`config.mk`:
```
export PLATFORM = sky130hd
export DESIGN_NAME = memory_access_flat
export DESIGN_NICKNAME = d
export VERILOG_FILES = /design/src/rtl/udlx_pkg.sv /design/src/rtl/memory_access_if.sv /design/src/rtl/load_align.sv /design/src/rtl/memory_access.sv /design/src/flat_wrapper.sv
export SDC_FILE = /design/constraint.sdc
export NUM_CORES = 1
export LEC_CHECK = 0
export ABC_AREA = 1
export CORE_UTILIZATION = 47
export CTS_CLUSTER_SIZE = 12
export DETAILED_ROUTE_END_ITERATION = 10
export PLACE_DENSITY = 0.93
export SETUP_SLACK_MARGIN = 0.1
export SKIP_LAST_GASP = 1
export SYNTH_ARGS = -nofsm -noshare
export SYNTH_HDL_FRONTEND = slang
export SYNTH_SLANG_ARGS = --single-unit
```
`constraint.sdc`:
```
create_clock -name clk -period 12.1 [get_ports clk]
set_input_delay 1.815 -clock clk [delete_from_list [all_inputs] [get_ports clk]]
set_output_delay 1.815 -clock clk [all_outputs]
set_load 0.01 [all_outputs]
```
`src/rtl/udlx_pkg.sv`:
```
// Shared uDLX definitions: memory access size encodings, MEM-stage FSM states
// and the alignment rule used by the MEM stage.
package udlx_pkg;

  typedef enum logic [1:0] {
    MEM_BYTE = 2'b00,
    MEM_HALF = 2'b01,
    MEM_WORD = 2'b10,
    MEM_RSVD = 2'b11
  } mem_size_e;

  typedef enum logic {
    ST_IDLE   = 1'b0,
    ST_ACCESS = 1'b1
  } ma_state_e;

  // Byte accesses are always aligned; the reserved size behaves as a word.
  function automatic logic is_misaligned(input logic [1:0] size, input logic [1:0] addr_lo);
    logic mis;
    case (size)
      MEM_BYTE: mis = 1'b0;
      MEM_HALF: mis = addr_lo[0];
      default:  mis = (addr_lo != 2'b00);
    endcase
    return mis;
  endfunction

endpackage

```
`src/rtl/memory_access_if.sv`:
```
// Data-memory bus between the MEM stage (master) and data memory (slave).
interface memory_access_if #(
  parameter int DATA_WIDTH = 32
);
  logic [DATA_WIDTH-1:0] dmem_addr_out;
  logic [DATA_WIDTH-1:0] dmem_wr_data_out;
  logic [3:0]            dmem_byte_en_out;
  logic                  dmem_rd_en_out;
  logic                  dmem_wr_en_out;
  logic [DATA_WIDTH-1:0] dmem_rd_data_in;
  logic                  dmem_ack_in;

  modport master (
    output dmem_addr_out, dmem_wr_data_out, dmem_byte_en_out, dmem_rd_en_out, dmem_wr_en_out,
    input  dmem_rd_data_in, dmem_ack_in
  );

  modport slave (
    input  dmem_addr_out, dmem_wr_data_out, dmem_byte_en_out, dmem_rd_en_out, dmem_wr_en_out,
    output dmem_rd_data_in, dmem_ack_in
  );
endinterface

```
`src/rtl/load_align.sv`:
```
// Load data alignment: shift the addressed lane down, truncate to the access
// size and sign- or zero-extend.
module load_align
  import udlx_pkg::*;
#(
  parameter int DATA_WIDTH = 32
) (
  input  logic [DATA_WIDTH-1:0] rd_data_i,
  input  logic [1:0]            addr_i,
  input  logic [1:0]            size_i,
  input  logic                  sign_ext_i,
  output logic [DATA_WIDTH-1:0] data_o
);

  logic [DATA_WIDTH-1:0] shifted;

  // Little-endian lane select followed by size truncation and extension.
  always_comb begin
    shifted = rd_data_i >> {addr_i, 3'b000};
    case (size_i)
      MEM_BYTE: data_o = {{(DATA_WIDTH-8){sign_ext_i & shifted[7]}}, shifted[7:0]};
      MEM_HALF: data_o = {{(DATA_WIDTH-16){sign_ext_i & shifted[15]}}, shifted[15:0]};
      default:  data_o = shifted;
    endcase
  end

endmodule

```
`src/rtl/memory_access.sv`:
```
// uDLX MEM stage: drives the data-memory handshake, stalls upstream while an
// access is outstanding, aligns load data and holds the MEM/WB register.
module memory_access
  import udlx_pkg::*;
#(
  parameter int DATA_WIDTH     = 32,
  parameter int REG_ADDR_WIDTH = 5
) (
  input  logic                      clk,
  input  logic                      rst,
  input  logic [DATA_WIDTH-1:0]     alu_data_in,
  input  logic [DATA_WIDTH-1:0]     store_data_in,
  input  logic                      mem_rd_en_in,
  input  logic                      mem_wr_en_in,
  input  logic [1:0]                mem_size_in,
  input  logic                      mem_sign_ext_in,
  input  logic                      reg_wr_en_in,
  input  logic [REG_ADDR_WIDTH-1:0] reg_wr_addr_in,
  input  logic                      write_back_mux_sel_in,
  memory_access_if.master           dmem,
  output logic                      stall_out,
  output logic                      misaligned_out,
  output logic [DATA_WIDTH-1:0]     mem_data_out,
  output logic [DATA_WIDTH-1:0]     alu_data_out,
  output logic [REG_ADDR_WIDTH-1:0] reg_wr_addr_out,
  output logic                      reg_wr_en_out,
  output logic                      write_back_mux_sel_out
);

  ma_state_e                 state_q;
  logic [DATA_WIDTH-1:0]     addr_q, wdata_q, mem_data_q, alu_q;
  logic [3:0]                be_q;
  logic                      rd_q, wr_q, mis_q, wen_q, wbsel_q;
  logic [REG_ADDR_WIDTH-1:0] waddr_q;

  logic                  mem_op, is_store, aligned, stall;
  logic [DATA_WIDTH-1:0] st_data_d, load_data;
  logic [3:0]            st_be_d;

  // A store wins when both request flags are set.
  assign mem_op   = mem_rd_en_in | mem_wr_en_in;
  assign is_store = mem_wr_en_in;
  assign aligned  = ~is_misaligned(mem_size_in, alu_data_in[1:0]);
  assign stall    = ((state_q == ST_IDLE) & mem_op & aligned) |
                    ((state_q == ST_ACCESS) & ~dmem.dmem_ack_in);

  // Store lane steering: replicate the operand and enable the addressed lanes.
  always_comb begin
    case (mem_size_in)
      MEM_BYTE: begin
        st_data_d = {4{store_data_in[7:0]}};
        st_be_d   = 4'b0001 << alu_data_in[1:0];
      end
      MEM_HALF: begin
        st_data_d = {2{store_data_in[15:0]}};
        st_be_d   = alu_data_in[1] ? 4'b1100 : 4'b0011;
      end
      default: begin
        st_data_d = store_data_in;
        st_be_d   = 4'b1111;
      end
    endcase
  end

  load_align #(.DATA_WIDTH(DATA_WIDTH)) u_load_align (
    .rd_data_i  (dmem.dmem_rd_data_in),
    .addr_i     (alu_data_in[1:0]),
    .size_i     (mem_size_in),
    .sign_ext_i (mem_sign_ext_in),
    .data_o     (load_data)
  );

  // Access FSM, registered bus request and MEM/WB register; upstream inputs are
  // held stable while stalled, so the ack cycle can use them directly.
  always_ff @(posedge clk or posedge rst) begin
    if (rst) begin
      state_q    <= ST_IDLE;
      addr_q     <= '0;
      wdata_q    <= '0;
      be_q       <= '0;
      rd_q       <= 1'b0;
      wr_q       <= 1'b0;
      mis_q      <= 1'b0;
      mem_data_q <= '0;
      alu_q      <= '0;
      waddr_q    <= '0;
      wen_q      <= 1'b0;
      wbsel_q    <= 1'b0;
    end else begin
      mis_q <= 1'b0;
      if (stall) wen_q <= 1'b0;
      case (state_q)
        ST_IDLE: begin
          if (mem_op && aligned) begin
            addr_q  <= {alu_data_in[DATA_WIDTH-1:2], 2'b00};
            wdata_q <= st_data_d;
            be_q    <= is_store ? st_be_d : 4'b1111;
            rd_q    <= ~is_store;
            wr_q    <= is_store;
            state_q <= ST_ACCESS;
          end else begin
            mem_data_q <= '0;
            alu_q      <= alu_data_in;
            waddr_q    <= reg_wr_addr_in;
            wbsel_q    <= write_back_mux_sel_in;
            wen_q      <= mem_op ? 1'b0 : reg_wr_en_in;
            mis_q      <= mem_op;
          end
        end
        ST_ACCESS: begin
          if (dmem.dmem_ack_in) begin
            mem_data_q <= is_store ? '0 : load_data;
            alu_q      <= alu_data_in;
            waddr_q    <= reg_wr_addr_in;
            wbsel_q    <= write_back_mux_sel_in;
            wen_q      <= reg_wr_en_in;
            rd_q       <= 1'b0;
            wr_q       <= 1'b0;
            state_q    <= ST_IDLE;
          end
        end
        default: state_q <= ST_IDLE;
      endcase
    end
  end

  assign dmem.dmem_addr_out    = addr_q;
  assign dmem.dmem_wr_data_out = wdata_q;
  assign dmem.dmem_byte_en_out = be_q;
  assign dmem.dmem_rd_en_out   = rd_q;
  assign dmem.dmem_wr_en_out   = wr_q;

  assign stall_out              = stall;
  assign misaligned_out         = mis_q;
  assign mem_data_out           = mem_data_q;
  assign alu_data_out           = alu_q;
  assign reg_wr_addr_out        = waddr_q;
  assign reg_wr_en_out          = wen_q;
  assign write_back_mux_sel_out = wbsel_q;

endmodule

```
`src/flat_wrapper.sv`:
```
// flat-port wrapper written by rule: the top's interface ports become plain ports
module memory_access_flat import udlx_pkg::*;
#(
  parameter int DATA_WIDTH     = 32,
  parameter int REG_ADDR_WIDTH = 5
)
  (clk, rst, alu_data_in, store_data_in, mem_rd_en_in, mem_wr_en_in, mem_size_in, mem_sign_ext_in, reg_wr_en_in, reg_wr_addr_in, write_back_mux_sel_in, stall_out, misaligned_out, mem_data_out, alu_data_out, reg_wr_addr_out, reg_wr_en_out, write_back_mux_sel_out, dmem_dmem_addr_out, dmem_dmem_wr_data_out, dmem_dmem_byte_en_out, dmem_dmem_rd_en_out, dmem_dmem_wr_en_out, dmem_dmem_rd_data_in, dmem_dmem_ack_in);
  memory_access_if #(.DATA_WIDTH(DATA_WIDTH)) dmem_i ();
  input  logic clk;
  input  logic rst;
  input  logic [DATA_WIDTH-1:0] alu_data_in;
  input  logic [DATA_WIDTH-1:0] store_data_in;
  input  logic mem_rd_en_in;
  input  logic mem_wr_en_in;
  input  logic [1:0] mem_size_in;
  input  logic mem_sign_ext_in;
  input  logic reg_wr_en_in;
  input  logic [REG_ADDR_WIDTH-1:0] reg_wr_addr_in;
  input  logic write_back_mux_sel_in;
  output logic stall_out;
  output logic misaligned_out;
  output logic [DATA_WIDTH-1:0] mem_data_out;
  output logic [DATA_WIDTH-1:0] alu_data_out;
  output logic [REG_ADDR_WIDTH-1:0] reg_wr_addr_out;
  output logic reg_wr_en_out;
  output logic write_back_mux_sel_out;
  output wire logic [$bits(dmem_i.dmem_addr_out)-1:0] dmem_dmem_addr_out;
  output wire logic [$bits(dmem_i.dmem_wr_data_out)-1:0] dmem_dmem_wr_data_out;
  output wire logic [$bits(dmem_i.dmem_byte_en_out)-1:0] dmem_dmem_byte_en_out;
  output wire logic [$bits(dmem_i.dmem_rd_en_out)-1:0] dmem_dmem_rd_en_out;
  output wire logic [$bits(dmem_i.dmem_wr_en_out)-1:0] dmem_dmem_wr_en_out;
  input wire logic [$bits(dmem_i.dmem_rd_data_in)-1:0] dmem_dmem_rd_data_in;
  input wire logic [$bits(dmem_i.dmem_ack_in)-1:0] dmem_dmem_ack_in;
  assign dmem_dmem_addr_out = dmem_i.dmem_addr_out;
  assign dmem_dmem_wr_data_out = dmem_i.dmem_wr_data_out;
  assign dmem_dmem_byte_en_out = dmem_i.dmem_byte_en_out;
  assign dmem_dmem_rd_en_out = dmem_i.dmem_rd_en_out;
  assign dmem_dmem_wr_en_out = dmem_i.dmem_wr_en_out;
  assign dmem_i.dmem_rd_data_in = dmem_dmem_rd_data_in;
  assign dmem_i.dmem_ack_in = dmem_dmem_ack_in;
  memory_access #(.DATA_WIDTH(DATA_WIDTH), .REG_ADDR_WIDTH(REG_ADDR_WIDTH)) u_core (.clk(clk), .rst(rst), .alu_data_in(alu_data_in), .store_data_in(store_data_in), .mem_rd_en_in(mem_rd_en_in), .mem_wr_en_in(mem_wr_en_in), .mem_size_in(mem_size_in), .mem_sign_ext_in(mem_sign_ext_in), .reg_wr_en_in(reg_wr_en_in), .reg_wr_addr_in(reg_wr_addr_in), .write_back_mux_sel_in(write_back_mux_sel_in), .dmem(dmem_i), .stall_out(stall_out), .misaligned_out(misaligned_out), .mem_data_out(mem_data_out), .alu_data_out(alu_data_out), .reg_wr_addr_out(reg_wr_addr_out), .reg_wr_en_out(reg_wr_en_out), .write_back_mux_sel_out(write_back_mux_sel_out));
endmodule
```
==> results of run 1 <==
sequential cells by signal, indices dropped and copies added (netlist names), 4 cells and up:
register,flops
u_core.alu_data_out,32
u_core.dmem.dmem_wr_data_out,32
u_core.mem_data_out,32
u_core.dmem.dmem_addr_out,30
u_core.reg_wr_addr_out,5
u_core.dmem.dmem_byte_en_out,4
worst min-delay path by stage:
stage                                                        end  slack, ns  cells after the start
global placement           u_core.reg_wr_addr_out[1]$_DFFE_PP0P_       0.45                      2
global route        u_core.dmem.dmem_wr_data_out[25]$_DFFE_PP0P_       0.50                      2
finish                     u_core.reg_wr_addr_out[4]$_DFFE_PP0P_       0.48                      2
detailed placement         u_core.reg_wr_addr_out[1]$_DFFE_PP0P_       0.46                      2
floorplan                        u_core.misaligned_out$_DFF_PP0_       0.47                      1
CTS                        u_core.reg_wr_addr_out[0]$_DFFE_PP0P_       0.48                      2
through the flow:
stage	instances	util	hold slack, ns	power, W	setup WS [ns]
2_1_floorplan	778	-	0.474	0.000825	6.50
3_3_place_gp	1164	0.668	0.455	0.00108	5.19
3_5_place_dp	1164	0.668	0.458	0.00109	5.16
4_1_cts	1196	0.714	0.478	0.00162	5.16
5_1_grt	1197	0.714	0.499	0.00169	4.91
6_report	1197	0.714	0.476	0.00161	5.16
report_power, final:
group          internal [W]  switching, W  total, W
Sequential         0.000567     0.0000557  0.000622
Clock              0.000313      0.000212  0.000525
Combinational      0.000243      0.000221  0.000464
cell usage after synthesis:
master and count:
inv_2 2, nand2_4 2, nand4_1 1, o21ai_1 75, o21a_2 1, o21ai_2 2
nor3_1 1, buf_6 13, nor2_4 1, nand3_1 21, buf_4 8, a21oi_1 26
nor2_1 14, o21ai_0 40, a22oi_1 7, inv_1 64, nand2_2 2, nor2_2 2
nand2_1 328, conb_1 1, buf_2 13, nand3_4 1, clkbuf_1 10, inv_4 1
dfrtp_1 141
routing by layer:
layer | routed length, µm | global-route usage
met1 | 7370 | 0.332
met2 | 8760 | 0.433
met3 | 1580 | 0.0787
met4 | 665 | 0.139
met5 | 0 | 0
cell type report:
cell class | count | area, µm² | share of cell area
well taps | 176 | 220 | 0.0234
diodes | 1 | 2.50 | 0.000266
clock buffers | 18 | 439 | 0.0466
multi-input cells | 526 | 2270 | 0.241
repair buffers | 254 | 2530 | 0.269
flip-flops and latches | 141 | 3530 | 0.375
clock inverters | 14 | 159 | 0.0169
inverters | 67 | 259 | 0.0275
worst register-to-register path, stage by stage, from the launching register on:
cell and delay, ns:
dfrtp_1 0.41, nor2_1 0.24, nand2_4 0.37, nand2_4 0.92, nand2_1 0.15, o21ai_1 0.15
logic make-up after synthesis:
family                 after synthesis
and+or+nand+nor                    373
AOI/OAI and AO/OA                  151
DFF                                141
other                                1
buffers and inverters              111
==> metrics, run 1 <==
crit path time final=~6.9 ns; average wire per standard cell=roughly 15 µm; Setup crit end kind=output port; area growth from synthesis to layout=48.1%; Core Area=between 10,000 and 15,000 µm²; number of port buffers=between 200 and 300; CTS resizes=0; Finished Cell Area=roughly 9400 µm²; Post-Route Setup TNS=0 ns; Fmax achieved=144 MHz; relative slew slack=0.282; FF-to-FF setup slack=between 9 and 10 ns; Critical-path top delay cell=nand2_4; Buf/Inv on CP=3; Max IR drop VDD=128 µV; TritonRoute pass-1 iters=5; htree depth=4; Final ANT Viol Nets=0; worst r2r dst=u_core.alu_data_out[10]$_DFFE_PP0P_; R2R Path Start=u_core.state_q$_DFF_PP0_; Post-Route WL=between 15 and 20 mm; largest family of logic cells by synthesized area=simple AND/OR/NAND/NOR gates; Static Leakage=approximately 4.6 nW; clock slew at reported path FFs=0.06 ns; CP Depth=7; HP Class=register to register; CTS tree=yes; vias in the first global route=roughly 5,800; vias=roughly 6,000; total track usage=0.270; sequential-to-total area share from yosys stat=0.555; Tcrit/Tclk final=0.574; Worst Max-Slew Pin Slew=about 1.1 ns; Final Skew=~0.0032 ns; layout cells sized above 1=0.0490; Mapped Area=6360 µm²; area leader, netlist=dfrtp_1; Fin. Hold Viols=0; final net count=around 1,100; startpoint class of the critical path=input port; initial antenna violation count=1; adder-cell share of the synthesized area=0; largest net degree at the start of global routing=104; Die Span Y=around 120 µm; Synth area leaders=dfrtp_1, nand2_1, o21ai_1; setup violators final=0; first-pass GRT wire length=29.2 mm; critical path data required time=roughly 10 ns; Final GP Congestion=0.930; die area=~14,000 µm²; DRT iter0 DRCs=463; grt total ovfl=0; clk root buf=clkbuf_16; CP arrival=between 5 and 6 ns; critical path cell sequence=clkdlybuf4s50_1 > buf_4 > nor2_4 > o21a_2 > nand2_4 > nand2_4 > clkdlybuf4s50_1; I/O pins=254; vias per std cell=slightly above 5; row cnt=42; Worst Setup SP=mem_size_in[1]; status=finished clean; Hold Buf Count CTS=0; Placement Cell Area=roughly 9000 µm²; fillers=approximately 970; mux contribution to synthesized area=0; postcts setup bufs=0; critical path type=input port to output port; number of max-cap violations=0; Initial Util=0.482; family with the most delay on the worst path=simple AND/OR/NAND/NOR gates; Crit path largest cell delay=around 0.9 ns; YS warnings=0; Synth cell types=25; most common cell after layout, fill and taps aside=nand2_1; Slew Viols, Final=0; Synth Register Bits=~140; CTS sink count=about 140; CTS Buf Count=17; share of the synthesized area in the top cell type=0.555; syn_area_per_cell=~8 µm²; Critical Path End=stall_out; worst-skew pair later-pin latency=around 0.42 ns; worst reg-to-reg path cell count=5; commonest cells after routing, fill and taps aside=nand2_1, clkdlybuf4s50_1, dfrtp_1; Detail Placement HPWL=13.0 mm; pwr dens=171 nW/µm²; post-synthesis compound-gate area fraction=0.123; Min-Delay Startpoint=u_core.reg_wr_addr_out[4]$_DFFE_PP0P_; Max Buffers Root-to-Sink=2; Residual DRC=0; Worst Path Max Fanout=around 100; xor/xnor share of the synthesized area=0; cell count after synthesis=777; RSZ-0062 raised after global routing=no; Simple-Gate Fraction of Synth Area=0.232; DIE WIDTH=between 100 and 150 µm
(Power assumes the default switching activity.)
==> run 2, diff against run 1 <==
CORE_UTILIZATION = 44   (was 47)
PLACE_DENSITY = 0.88   (was 0.93)
clock period = 7.1 ns   (was 12.1 ns; I/O delays follow)
==> run 2 against run 1 <==
  * Final cell count is 0.33% higher
  * Via count is 0.30% lower
  * Clock power is 55% higher
  * Clock skew is 0.0031 ns higher
  * Sequential cell count stayed put
  * Global-route usage is 1.5 points lower
  * Sequential power is 70% higher
  * Setup slack worse by 2.2 ns
  * Critical path depth is 1 lower
  * Total power is 65% higher
  * Register-to-register slack worse by 4.8 ns
  * Combinational power is 70% higher
  * Critical path type unchanged
  * Critical endpoint unchanged
==> metrics, run 2 (same netlist as run 1, synthesis figures left out) <==
vias in the first global route=approximately 5,800; Fmax achieved=244 MHz; sequential fraction of design power=0.398; Final Skew=0.00628 ns; Hold Buf Count CTS=0; number of port buffers=251; CTS sink count=about 140; Placement Cell Area=approximately 8800 µm²; commonest cells after routing, fill and taps aside=nand2_1, clkdlybuf4s50_1, dfrtp_1; Die Span Y=between 100 and 150 µm; non-filler instance count after layout=between 1,000 and 1,500; Static Leakage=4.53 nW; Comb pwr share=0.296; final net count=1,118; Detail Placement HPWL=approximately 13 mm; Tcrit/Tclk final=0.577; Setup crit end kind=output port; multi-input logic area=about 2300 µm²; vias per std cell=5.03; Max IR drop VDD=about 190 µV; register area=3530 µm²; DRT iter0 DRCs=approximately 660; crit path time final=4.09 ns; critical path data required time=between 6 and 7 ns; CTS tree=yes; most common cell after layout, fill and taps aside=nand2_1; CTS Buf Count=17; Worst Path Max Fanout=20; Pint=roughly 0.0018 W; worst-skew pair later-pin latency=slightly above 0.4 ns; Post-Route WL=approximately 19 mm; CTS resizes=0; sw frac=0.313; Post-Route Setup TNS=0 ns; area growth from synthesis to layout=47.2%; postcts setup bufs=0; row cnt=43; Inst Count DP=between 1,000 and 1,500; net switching power=around 0.00083 W; vias=around 6,000; fillers=1,106; TritonRoute pass-1 iters=5; grt total ovfl=0; relative slew slack=0.284; Residual DRC=0; status=finished clean; Critical-path top delay cell=clkdlybuf4s50_1; I/O pins=between 200 and 300; startpoint class of the critical path=input port; Worst Max-Slew Pin Slew=between 1 and 1.5 ns; number of max-cap violations=0; Core Area=about 14,000 µm²; Fin. Hold Viols=0; Finished Cell Area=a little over 9000 µm²; Slew Viols, Final=0; Max Buffers Root-to-Sink=2; Final ANT Viol Nets=0; setup violators final=0; RSZ-0062 raised after global routing=no; post-layout util=0.669; htree depth=4; HP Class=register to register; clk root buf=clkbuf_16; total track usage=0.255; Buf/Inv on CP=2; layout cells sized above 1=0.0480; Crit path largest cell delay=0.54 ns; largest net degree at the start of global routing=~110; die area=14,900 µm²; CP arrival=approximately 3.0 ns; pwr dens=between 200 and 300 nW/µm²; clock slew at reported path FFs=around 0.060 ns; Initial Util=0.454; Final GP Congestion=0.883; DIE WIDTH=~120 µm; initial antenna violation count=1; critical path cell sequence=clkdlybuf4s50_1 > nor2_4 > o21a_2 > nand2_4 > nand2_4 > clkdlybuf4s50_1; Pwr Total=roughly 0.0027 W; first-pass GRT wire length=~29 mm; average wire per standard cell=15.4 µm; clock share of power=0.306; critical path type=input port to output port; family with the most delay on the worst path=buffers and inverters
run 2: cell count changes in the layout (fill, tap and decap cells not counted), sizes merged:
cell	change
buf	+1
clkinv	+1
clkdlybuf4s50	-1
clkinvlp	+2
clkbuf	+1
bufinv	-2
inv	-2
run 2: per-layer routing:
metal | GRT usage | vias up | share of wire | wire (µm)
li1 | - | 2906 | - | -
met4 | 0.117 | 0 | 0.029 | 530
met1 | 0.318 | 2776 | 0.40 | 7490
met2 | 0.409 | 312 | 0.48 | 8840
met3 | 0.0754 | 45 | 0.091 | 1690
met5 | 0 | - | 0 | 0
run 2: power by group through the flow:
stage,logic [W],clock network [W],registers [W]
3_3_place_gp,0.000775,0,0.00107
5_1_grt,0.000857,0.000865,0.00108
4_1_cts,0.000795,0.000825,0.00106
2_1_floorplan,0.000268,0,0.00114
3_5_place_dp,0.000791,0,0.00107
6_report,0.000789,0.000815,0.00106
run 2: cell type report:
type / instances / area share
Antenna cell: 1 / 0.000267
Inverter: 67 / 0.0277
Clock inverter: 13 / 0.0115
Timing Repair Buffer: 254 / 0.270
Multi-Input combinational cell: 526 / 0.243
Tap cell: 180 / 0.0241
Sequential cell: 141 / 0.377
Clock buffer: 19 / 0.0463
run 2: final timing paths:
path | start | to | slack [ns] | depth (start not counted)
min in group asynchronous | rst | u_core.write_back_mux_sel_out$_DFFE_PP0P_ | 1.16 | 2
worst max-delay path | mem_size_in[0] | stall_out | 3.01 | 6
max in group asynchronous | rst | u_core.alu_data_out[11]$_DFFE_PP0P_ | 4.70 | 3
worst min register to register | u_core.reg_wr_addr_out[4]$_DFFE_PP0P_ | u_core.reg_wr_addr_out[4]$_DFFE_PP0P_ | 0.47 | 2
worst min-delay path | u_core.reg_wr_addr_out[4]$_DFFE_PP0P_ | u_core.reg_wr_addr_out[4]$_DFFE_PP0P_ | 0.47 | 2
worst max register to register | u_core.state_q$_DFF_PP0_ | u_core.dmem.dmem_wr_en_out$_DFFE_PP0P_ | 4.93 | 6
run 2: stage by stage:
| stage | setup WS, ns | hold slack (ns) |
|---|---|---|
| 3_3_place_gp | 3.06 | 0.455 |
| 2_1_floorplan | 2.25 | 0.474 |
| 6_report | 3.01 | 0.474 |
| 4_1_cts | 3.02 | 0.478 |
| 5_1_grt | 2.90 | 0.501 |
| 3_5_place_dp | 3.03 | 0.464 |
run 2: worst reg2reg max path, delay by kind of cell, from the launching register on:
kind          cells  cell delay (ns)
buf+inv           2             1.13
flops             1             0.40
simple gates      4             0.52
==> edit, RTL diff (flow settings as in run 1) <==
`REG_ADDR_WIDTH` is set to 5 in 2 places; all go to 4.
--- a/src/rtl/memory_access.sv
+++ b/src/rtl/memory_access.sv
@@ -6,3 +6,3 @@
   parameter int DATA_WIDTH     = 32,
-  parameter int REG_ADDR_WIDTH = 5
+  parameter int REG_ADDR_WIDTH = 4
 ) (
--- a/src/flat_wrapper.sv
+++ b/src/flat_wrapper.sv
@@ -4,3 +4,3 @@
   parameter int DATA_WIDTH     = 32,
-  parameter int REG_ADDR_WIDTH = 5
+  parameter int REG_ADDR_WIDTH = 4
 )
Interface: changed (resized reg_wr_addr_in and reg_wr_addr_out); port bits go from 254 to 252. No check against the original RTL was run, so the function may have changed too.
==> edit against run 1 <==
Worst setup slack gained 32 ps. Final cell count fell by 0.50%. Synthesized cell count is 0.51% lower. Final area rose by 0.12%. Non-clock buffer count decreased by 2. Worst hold slack worse by 5.8 ps. Routed wire length is 1.5% higher. Sequential cell count down 1. Register-to-register slack worse by 720 ps. Clock skew rose by 1.6 ps. Power up 1.4%. Synthesized area down 0.30%. Utilization rose by 0.085 points.
==> edit: results (changes against run 1) <==
{| class="wikitable"
! Metric !! Value
|-
| Setup slack on the worst flop-to-flop path || 9030 ps (-720 ps)
|-
| Weighted congestion reported at the end of routability-driven placement || 0.9182 (-1.2%)
|-
| Per-instance average area after synthesis || 8.198 sq um (+0.22%)
|-
| Distinct cell type count after synthesis || 23 (-8.0%)
|-
| Met3 global-route usage || 8.963% (+1.1 points)
|-
| Terminus of the critical flop-to-flop path || u_core.alu_data_out[15]
|-
| Pin count of the biggest net entering global routing || 129 (+24%)
|-
| Leading cell types by count after synthesis || sky130_fd_sc_hd__nand2_1, sky130_fd_sc_hd__dfrtp_1, sky130_fd_sc_hd__o21ai_0
|-
| Wire per inst || 15.67 um (+2.0%)
|-
| Crit-path max cell delay || 780 ps (-130 ps)
|-
| Detailed route wirelength on metal3 || 1693 um (+6.9%)
|-
| DRT met1 WL || 7287 um (-1.2%)
|-
| GRT met2 Usage || 43.75% (+0.40 points)
|-
| Destination of the worst hold path || u_core.mem_data_out[7]
|-
| Crit-path leading delay family || buffers and inverters
|-
| Maximum fanout along the worst path || 128 (+24%)
|-
| Share of the synthesized area in compound gates (AO/OA/AOI/OAI) || 12.95% (+0.61 points)
|-
| Total routing usage reported by global routing || 27.27% (+0.23 points)
|-
| Initial DRC Count || 582 (+26%)
|-
| Cell leakage power || 4.557 nW (-0.26%)
|-
| Startpoint of the lowest-slack hold path || u_core.mem_data_out[7]
|-
| Total detailed-routing wirelength || 18660 um (+1.5%)
|-
| Sum of met2 wire segment lengths after detailed routing || 8935 um (+2.0%)
|-
| Worst Max-Slew Pin Slew || 1171 ps (+98.69 ps)
|-
| Status || finished, final reports clean
|-
| Max rail drop VDD || 0.1256 mV (-1.8%)
|-
| Clock skew || 4.789 ps (+1.600 ps)
|-
| Portion of the post-synthesis area used by sequential elements || 55.28% (-0.23 points)
|-
| First drt pass iteration count || 6 (+1)
|}
==> edit: changes by cell type in the layout (fill, tap and decap cells not counted), sizes merged, moves of 2 or more <==
cell and change:
inv -3, bufinv +2, clkdlybuf4s50 -2, nand2 -2
==> edit: per-stage QoR <==
step | power, mW | setup slack, ps | hold slack [ps] | cell area (sq um)
final | 1.635 | 5191 | 470.3 | 9428
after global routing | 1.709 | 4899 | 493.7 | 9428
after CTS | 1.643 | 5135 | 472.9 | 9425
after detailed placement | 1.084 | 5164 | 458.1 | 8802
after global placement | 1.072 | 5182 | 452.8 | 8802
after floorplan | 0.8182 | 6532 | 476.0 | 6341
==> edit: worst max path at each step <==
stage                                   to            from  cells after the start
floorplan           u_core.alu_data_out[0]             rst                      1
global placement                 stall_out  mem_size_in[1]                      7
detailed placement               stall_out  mem_size_in[1]                      7
CTS                              stall_out  mem_size_in[1]                      7
global route                     stall_out  mem_size_in[1]                      7
finish                           stall_out  mem_size_in[1]                      7
==> edit: power by group through the flow <==
stage | logic [mW] | clock network, mW | registers (mW)
after floorplan | 0.154 | 0 | 0.664
after global placement | 0.448 | 0 | 0.624
after detailed placement | 0.459 | 0 | 0.626
after CTS | 0.463 | 0.558 | 0.622
after global routing | 0.497 | 0.578 | 0.633
final | 0.461 | 0.551 | 0.623
==> edit: cell type report <==
class | instances | area (sq um) | area share [%]
Antenna cell | 1 | 2.502 | 0.02654
Clock buffer | 19 | 432.9 | 4.592
Clock inverter | 13 | 190.2 | 2.017
Inverter | 67 | 256.5 | 2.721
Multi-Input combinational cell | 523 | 2307 | 24.47
Sequential cell | 140 | 3503 | 37.16
Tap cell | 176 | 220.2 | 2.336
Timing Repair Buffer | 252 | 2515 | 26.68
